==> src/rtl/inc16_unit_pkg.sv <==
// Shared types for the relay incrementer stage: datapath width, FSM states, address type.
package relay_pkg;

    localparam int unsigned ADDR_W = 16;

    typedef enum logic [1:0] {INC_IDLE, INC_SETTLE, INC_DONE} inc_state_t;

    typedef logic [ADDR_W-1:0] addr_t;

endpackage

==> src/rtl/inc16_unit_if.sv <==
// Handshake/bus bundle between the address source, inc16_unit and the INC register.
// INC16_DECREMENT_EN adds the dec request bit.
interface inc16_unit_if #(
    parameter int unsigned N = relay_pkg::ADDR_W
);
    logic [N-1:0] addr_in;
    logic         start;
    logic         ld_inc;
    logic [N-1:0] inc_out;
    logic         inc_valid;
    logic         carry_out;
    logic         busy;
`ifdef INC16_DECREMENT_EN
    logic         dec;

    modport master (
        output addr_in, start, ld_inc, dec,
        input  inc_out, inc_valid, carry_out, busy
    );

    modport slave (
        input  addr_in, start, ld_inc, dec,
        output inc_out, inc_valid, carry_out, busy
    );
`else
    modport master (
        output addr_in, start, ld_inc,
        input  inc_out, inc_valid, carry_out, busy
    );

    modport slave (
        input  addr_in, start, ld_inc,
        output inc_out, inc_valid, carry_out, busy
    );
`endif
endinterface

==> src/rtl/inc16_unit_counter.sv <==
// Loadable down-counter modelling relay ripple-carry settling time; stops at zero.
module inc_settle_counter #(
    parameter int unsigned Width = 1
) (
    input  logic             clk_i,
    input  logic             reset_i,
    input  logic             load_i,
    input  logic [Width-1:0] load_val_i,
    input  logic             en_i,
    output logic             zero_o
);

    logic [Width-1:0] cnt_q, cnt_d;

    always_comb begin
        cnt_d = cnt_q;
        if (load_i) begin
            cnt_d = load_val_i;
        end else if (en_i && (cnt_q != '0)) begin
            cnt_d = cnt_q - Width'(1);
        end
    end

    always_ff @(posedge clk_i) begin
        if (reset_i) begin
            cnt_q <= '0;
        end else begin
            cnt_q <= cnt_d;
        end
    end

    assign zero_o = (cnt_q == '0);

endmodule

==> src/rtl/inc16_unit.sv <==
// Relay incrementer stage: captures addr on start, waits SETTLE_CYCLES, presents addr+1.
// Define INC16_DECREMENT_EN to add the dec input (operand-1, carry_out becomes borrow).
module inc16_unit
    import relay_pkg::*;
#(
    parameter int unsigned N             = ADDR_W,
    parameter int unsigned SETTLE_CYCLES = 4
) (
    input logic         clk,
    input logic         reset,
    inc16_unit_if.slave bus
);

    localparam int unsigned CntW = (SETTLE_CYCLES > 0) ? $clog2(SETTLE_CYCLES + 1) : 1;
    localparam logic [CntW-1:0] LoadVal = CntW'(SETTLE_CYCLES);

    inc_state_t   state_q;
    logic [N-1:0] operand_q;
    logic [N-1:0] inc_out_q, inc_out_d;
    logic         carry_q, carry_d;
    logic         valid_q;
    logic         busy_q;
    logic         cnt_load;
    logic         cnt_zero;
`ifdef INC16_DECREMENT_EN
    logic         dec_q;
`endif

    // Counter loads on any honoured start, i.e. outside SETTLE.
    assign cnt_load = bus.start && (state_q != INC_SETTLE);

    inc_settle_counter #(
        .Width(CntW)
    ) u_counter (
        .clk_i     (clk),
        .reset_i   (reset),
        .load_i    (cnt_load),
        .load_val_i(LoadVal),
        .en_i      (state_q == INC_SETTLE),
        .zero_o    (cnt_zero)
    );

    always_comb begin
        inc_out_d = operand_q + N'(1);
        carry_d   = &operand_q;
`ifdef INC16_DECREMENT_EN
        if (dec_q) begin
            inc_out_d = operand_q - N'(1);
            carry_d   = (operand_q == '0);
        end
`endif
    end

    always_ff @(posedge clk) begin
        if (reset) begin
            state_q   <= INC_IDLE;
            operand_q <= '0;
            inc_out_q <= '0;
            carry_q   <= 1'b0;
            valid_q   <= 1'b0;
            busy_q    <= 1'b0;
`ifdef INC16_DECREMENT_EN
            dec_q     <= 1'b0;
`endif
        end else begin
            case (state_q)
                INC_IDLE: begin
                    if (bus.start) begin
                        operand_q <= bus.addr_in;
`ifdef INC16_DECREMENT_EN
                        dec_q     <= bus.dec;
`endif
                        state_q   <= INC_SETTLE;
                        busy_q    <= 1'b1;
                    end
                end
                INC_SETTLE: begin
                    if (cnt_zero) begin
                        inc_out_q <= inc_out_d;
                        carry_q   <= carry_d;
                        state_q   <= INC_DONE;
                        busy_q    <= 1'b0;
                        valid_q   <= 1'b1;
                    end
                end
                INC_DONE: begin
                    // A new start wins over the acknowledge.
                    if (bus.start) begin
                        operand_q <= bus.addr_in;
`ifdef INC16_DECREMENT_EN
                        dec_q     <= bus.dec;
`endif
                        state_q   <= INC_SETTLE;
                        busy_q    <= 1'b1;
                        valid_q   <= 1'b0;
                    end else if (bus.ld_inc) begin
                        state_q   <= INC_IDLE;
                        valid_q   <= 1'b0;
                    end
                end
                default: begin
                    state_q <= INC_IDLE;
                    busy_q  <= 1'b0;
                    valid_q <= 1'b0;
                end
            endcase
        end
    end

    assign bus.inc_out   = inc_out_q;
    assign bus.carry_out = carry_q;
    assign bus.inc_valid = valid_q;
    assign bus.busy      = busy_q;

endmodule

==> src/flat_wrapper.sv <==
// flat-port wrapper written by rule: the top's interface ports become plain ports
module inc16_unit_flat import relay_pkg::*;
#(
    parameter int unsigned N             = ADDR_W,
    parameter int unsigned SETTLE_CYCLES = 4
)
  (clk, reset, bus_addr_in, bus_start, bus_ld_inc, bus_inc_out, bus_inc_valid, bus_carry_out, bus_busy);
  inc16_unit_if #(.N(N)) bus_i ();
  input logic clk;
  input logic reset;
  input wire logic [$bits(bus_i.addr_in)-1:0] bus_addr_in;
  input wire logic [$bits(bus_i.start)-1:0] bus_start;
  input wire logic [$bits(bus_i.ld_inc)-1:0] bus_ld_inc;
  output wire logic [$bits(bus_i.inc_out)-1:0] bus_inc_out;
  output wire logic [$bits(bus_i.inc_valid)-1:0] bus_inc_valid;
  output wire logic [$bits(bus_i.carry_out)-1:0] bus_carry_out;
  output wire logic [$bits(bus_i.busy)-1:0] bus_busy;
  assign bus_i.addr_in = bus_addr_in;
  assign bus_i.start = bus_start;
  assign bus_i.ld_inc = bus_ld_inc;
  assign bus_inc_out = bus_i.inc_out;
  assign bus_inc_valid = bus_i.inc_valid;
  assign bus_carry_out = bus_i.carry_out;
  assign bus_busy = bus_i.busy;
  inc16_unit #(.N(N), .SETTLE_CYCLES(SETTLE_CYCLES)) u_core (.clk(clk), .reset(reset), .bus(bus_i));
endmodule
==> config.mk <==
export PLATFORM = sky130hd
export DESIGN_NAME = inc16_unit_flat
export DESIGN_NICKNAME = d
export VERILOG_FILES = /design/src/rtl/inc16_unit_pkg.sv /design/src/rtl/inc16_unit_if.sv /design/src/rtl/inc16_unit_counter.sv /design/src/rtl/inc16_unit.sv /design/src/flat_wrapper.sv
export SDC_FILE = /design/constraint.sdc
export NUM_CORES = 1
export LEC_CHECK = 0
export ABC_AREA = 1
export CORE_AREA = 2 2 78 80
export CTS_CLUSTER_SIZE = 8
export DETAILED_ROUTE_END_ITERATION = 7
export DIE_AREA = 0 0 80 82
export HOLD_SLACK_MARGIN = 0.05
export PLACE_DENSITY = 0.64
export REMOVE_ABC_BUFFERS = 1
export SLEW_MARGIN = 15
export SYNTH_ARGS = -nofsm -noshare
export SYNTH_HDL_FRONTEND = slang
export SYNTH_HIERARCHICAL = 1
export SYNTH_SLANG_ARGS = --single-unit
==> constraint.sdc <==
create_clock -name clk -period 1.5 [get_ports clk]
set_input_delay 0.3 -clock clk [delete_from_list [all_inputs] [get_ports clk]]
set_output_delay 0.3 -clock clk [all_outputs]
set_load 0.05 [all_outputs]
# Yosys cells after proc, flatten, opt, wreduce, memory -nomap -nowiden
# Cells that the tools add are included.
# totals
register_bits	40
input_bits	20
output_inout_bits	19
word_cells	46
# op_classes
n_addsub	2
eq_ne	7
muxes	14
bitwise	1
reduce_logical	14
# ops
operator	n
16-bit by 1-bit adder with 16-bit output (second input constant)	1
16-bit AND reduction	1
2-bit two-way mux	4
3-bit two-way mux	2
2-bit by 1-bit inequality test with 1-bit output (second input constant)	3
2-bit case mux with 3 select lines	1
2-bit AND reduction	3
3-bit AND reduction	2
1-bit two-way mux	5
2-bit OR reduction	2
3-bit logical NOT	1
3-bit inequality test (second input constant)	1
1-bit case mux with 3 select lines	1
3-bit nonzero test	1
3-bit by 1-bit subtractor with 3-bit output (second input constant)	1
2-bit by 1-bit equality test with 1-bit output (second input constant)	1
2-bit equality test (second input constant)	1
1-bit logical AND	2
2-bit logical NOT	1
2-bit inequality test (second input constant)	1
1-bit case mux with 2 select lines	1
2-bit nonzero test	1
1-bit NOT	1

# Logic depth before layout (Yosys ltp)
# depth
depth_word	4
depth_mapped	9
mapped_depth_nobuf	9

# Hierarchy
# Netlist, hierarchy kept.
# modules_own_cells
mod	instances	cells_each	area_per_inst_um2	seq_area_each_um2
inc16_unit	1	237	1744.2	740.7
inc_settle_counter	1	34	201.4	60.1

# Least setup slack after synthesis
# OpenSTA, ideal clock, no wires.
# synth_path
path_type	flip-flop to flip-flop
startpoint	register u_core.u_counter.cnt_q[0]
endpoint	register u_core.inc_out_q[10] (netlist: u_core/bus.inc_out[10])
setup_ns	0.109
arrival_time_ns	1.346
t_required_ns	1.391
setup_slack_ns	0.045
path_stages_with_launch	10
n_path_buf	1
synth_period_minus_slack_ns	1.455
path_cell_list	dfxtp_1 inv_1 ha_1 ha_1 nand2_8 inv_8 buf_6 o21a_1 nand2_1 inv_1
# synth_via
elab_chain_len	2
# synth_lines
item	line_no	rtl
start: declaration	inc16_unit_counter.sv:13	logic [Width-1:0] cnt_q, cnt_d;
start signal: assignment	inc16_unit_counter.sv:28	cnt_q <= cnt_d;
3-bit logical NOT	inc16_unit_counter.sv:32	assign zero_o = (cnt_q == '0);
named net u_core.cnt_zero	inc16_unit.sv:24	logic cnt_zero;
2-bit AND reduction (no source line)	n/a	
end signal: assignment	inc16_unit.sv:79	inc_out_q <= inc_out_d;
end: declaration	inc16_unit.sv:19	logic [N-1:0] inc_out_q, inc_out_d;
# The timed path passes the listed nets, and every way through them passes these cells.
# A chain may end at the register's enable or synchronous reset.

# Final worst setup path
# layout_path
startpoint	register u_core.operand_q[1]
endpoint	register u_core.inc_out_q[14] (netlist: u_core/bus.inc_out[14])
# layout_via
elab_chain_len	1
# layout_lines
item	line_no	rtl
start: declaration	inc16_unit.sv:18	logic [N-1:0] operand_q;
start signal: assignment	inc16_unit.sv:69	operand_q <= bus.addr_in;
start signal: assignment	inc16_unit.sv:89	operand_q <= bus.addr_in;
16-bit by 1-bit adder with 16-bit output	inc16_unit.sv:44	inc_out_d = operand_q + N'(1);
# Every way passes these cells.

==> flow_summary.ini <==
[die]
die_w_um = 80
start_util_pct = 33.9
die_h_um = 82
rows = 28
dieArea_mm2 = 0.00656
core-area_mm2 = 0.00575
pin_count = 39

[sta]
fmax_mhz = 730
period_needed_ns = 1.37
fin_crit_sh_pct = 91.3
clock-skew-final_ns = 0.00774
rsz0062_at_grt = no
drv_slew = 0
holdWs_ns = 0.502
finalHoldViolCount = 0
setup_violations = 0

[synth]
synthCells = 271
synth_top_family_by_area = simple AND/OR/NAND/NOR gates
synthTopCellsByArea = dfxtp_1, nand2_1, inv_1
synth-xor-area-share_pct = 3.15
synth_top_cell_by_area = dfxtp_1
ys_types = 27
synth_warnings = 6
synth-adder-area-share_pct = 1.93
syn_area_mm2 = 0.00195
ys_seq_elements = 40
avgSynthCellArea_um2 = 7.18
ys_seq_area_share_pct = 41.2
synth-compound-area-share_pct = 17.7
yosysTopAreaCellShare_pct = 41.2
yosys.area_share.simple_pct = 24.7
synthMuxAreaShare_pct = 0

[global_routing]
grt_pass1_wl_um = 6860
gr-total-overflow = 0
grt_pass1_vias = 1644
antenna_found_initial = 0
gr-usage-all-layers_pct = 13.2
grt_max_degree = 29

[final_layout]
drive_above_1_share_pct = 16.7
nets = 345
syn2layout_area_growth_pct = 47.2
fin_area_mm2 = 0.00286
final_core_util_pct = 49.8
diodes = 0

[placement]
io_buffers = 38
place_area_mm2 = 0.00268
gp_congestion = 0.750
dp_hpwl_um = 3180

[pwr]
p_leak_nw = 1.25
powerDensity_mw_per_mm2 = 1170
total_power_mw = 3.36
ir_drop_mv = 0.511

[worst_setup_path]
crit_arrival_ns = 1.56
required_ns = 1.69
worst_setup_path_start_kind = flop
worst-path-max-fanout = 4
critical_path_class = reg -> reg
cp-end-kind = flop

[routing]
vias_per_cell = 4.48
drt-pass1-iter-count = 4
vias = 1784
ant_nets = 0
routed_wl_um = 4210
wl_per_cell_um = 10.6
drt_iter0_drc = 90
route.detailed.drc = 0

[cts]
clk_pin_slew_ns = 0.08
numCtsBuffers = 5
clk_latency_ns = 0.29
cts_root_buf = clkbuf_8
h-tree-depth = 2
cts_setup_buffers = 0
cts_tree = yes
cts_buffer_depth = 2
holdBufCountCts = 0
clkSinkCount = 40

[run_status]
outcome = finished clean

[hold_path]
holdCritPathClass = reg -> reg

[job]
max-cap-violations = 0
[cell usage in the layout (no fill, tap or decap), drive strengths merged]
master and count:
xor2 7, dfxtp 40, clkdlybuf4s50 19, ha 3
conb 3, inv 43, o21bai 2, nor2 34
a21oi 18, nor3 2, nand2 50, o21ai 29
a211oi 1, o21a 11, nand4 4, buf 31
bufinv 3, clkbuf 5, nand3 18
[routing by layer]
metal	up-vias	track usage [%]	routed length, µm
li1	956	-	-
met1	796	16.9	2020
met2	28	22.1	2000
met3	4	2.86	149
met4	0	4.58	40
met5	-	0	0
[stage by stage]
stage / TNS (ns) / setup slack [ns] / instances
finish: 0 / 0.130 / 398
global route: 0 / 0.0102 / 398
CTS: 0 / 0.0271 / 398
detailed placement: -0.119 / -0.0566 / 390
global placement: -0.0342 / -0.0230 / 390
floorplan: 0 / 0.121 / 265
[where the power goes]
group / leakage, nW / switching [mW] / total, mW / internal (mW)
registers: 0.329 / 0.103 / 1.27 / 1.17
logic: 0.843 / 0.459 / 0.879 / 0.420
clock network: 0.0784 / 0.378 / 1.21 / 0.832
total: 1.25 / 0.940 / 3.36 / 2.42
[cell type report]
cell class,instances,area [µm²]
Clock buffer,5,68.8
Timing Repair Buffer,50,686
Inverter,43,169
Sequential cell,40,802
Clock inverter,3,90.1
Fill cell,560,2880
Tap cell,75,93.8
Multi-Input combinational cell,182,955
[critical path, cell delays in order, from the launching register on]
cell	delay, ns
dfxtp_1	0.38
ha_2	0.23
nand3_2	0.12
nor2_1	0.22
nand3_1	0.10
nand2_1	0.07
nand3_1	0.06
nand2_1	0.06
inv_1	0.03
[state kept, by name, indices dropped and copies added (netlist names)]
name and count:
u_core/bus.busy 1, u_core/bus.carry_out 1, u_core/bus.inc_out 16, u_core/bus.inc_valid 1, u_core/operand_q 16, u_core/state_q 2
u_core/u_counter/cnt_q 3
[worst paths after layout]
path / start / end / slack [ns] / depth (start not counted)
worst min-delay path: u_core/operand_q[15]$_SDFFE_PP0P_ / u_core/operand_q[15]$_SDFFE_PP0P_ / 0.50 / 2
worst max-delay path: u_core/operand_q[1]$_SDFFE_PP0P_ / u_core/bus.inc_out[14]$_SDFFE_PP0P_ / 0.13 / 8
worst max register to register: u_core/operand_q[1]$_SDFFE_PP0P_ / u_core/bus.inc_out[14]$_SDFFE_PP0P_ / 0.13 / 8
worst min register to register: u_core/operand_q[15]$_SDFFE_PP0P_ / u_core/operand_q[15]$_SDFFE_PP0P_ / 0.50 / 2
[Yosys cell counts (all sizes together)]
library cell / instances
dfxtp: 40
clkbuf: 3
o21ai: 29
inv: 43
nor3: 2
a21oi: 18
conb: 2
a211oi: 1
nor2: 34
nand4: 4
xor2: 7
ha: 3
nand2: 50
o21a: 11
o21bai: 2
buf: 4
nand3: 18
[logic make-up (layout without fill, tap and decap cells)]
group / after synthesis / count (layout)
other cells: 2 / 3
simple gates: 108 / 108
buf+inv: 50 / 101
xor+xnor: 7 / 7
fa+ha+maj: 3 / 3
flops: 40 / 40
compound gates: 61 / 61
[timing repair]
action,4_1_cts,5_1_grt
setup endpoints to repair,0,17
hold endpoints to repair,0,0
resized for setup,0,6
Power figures use the tool's default switching activity.
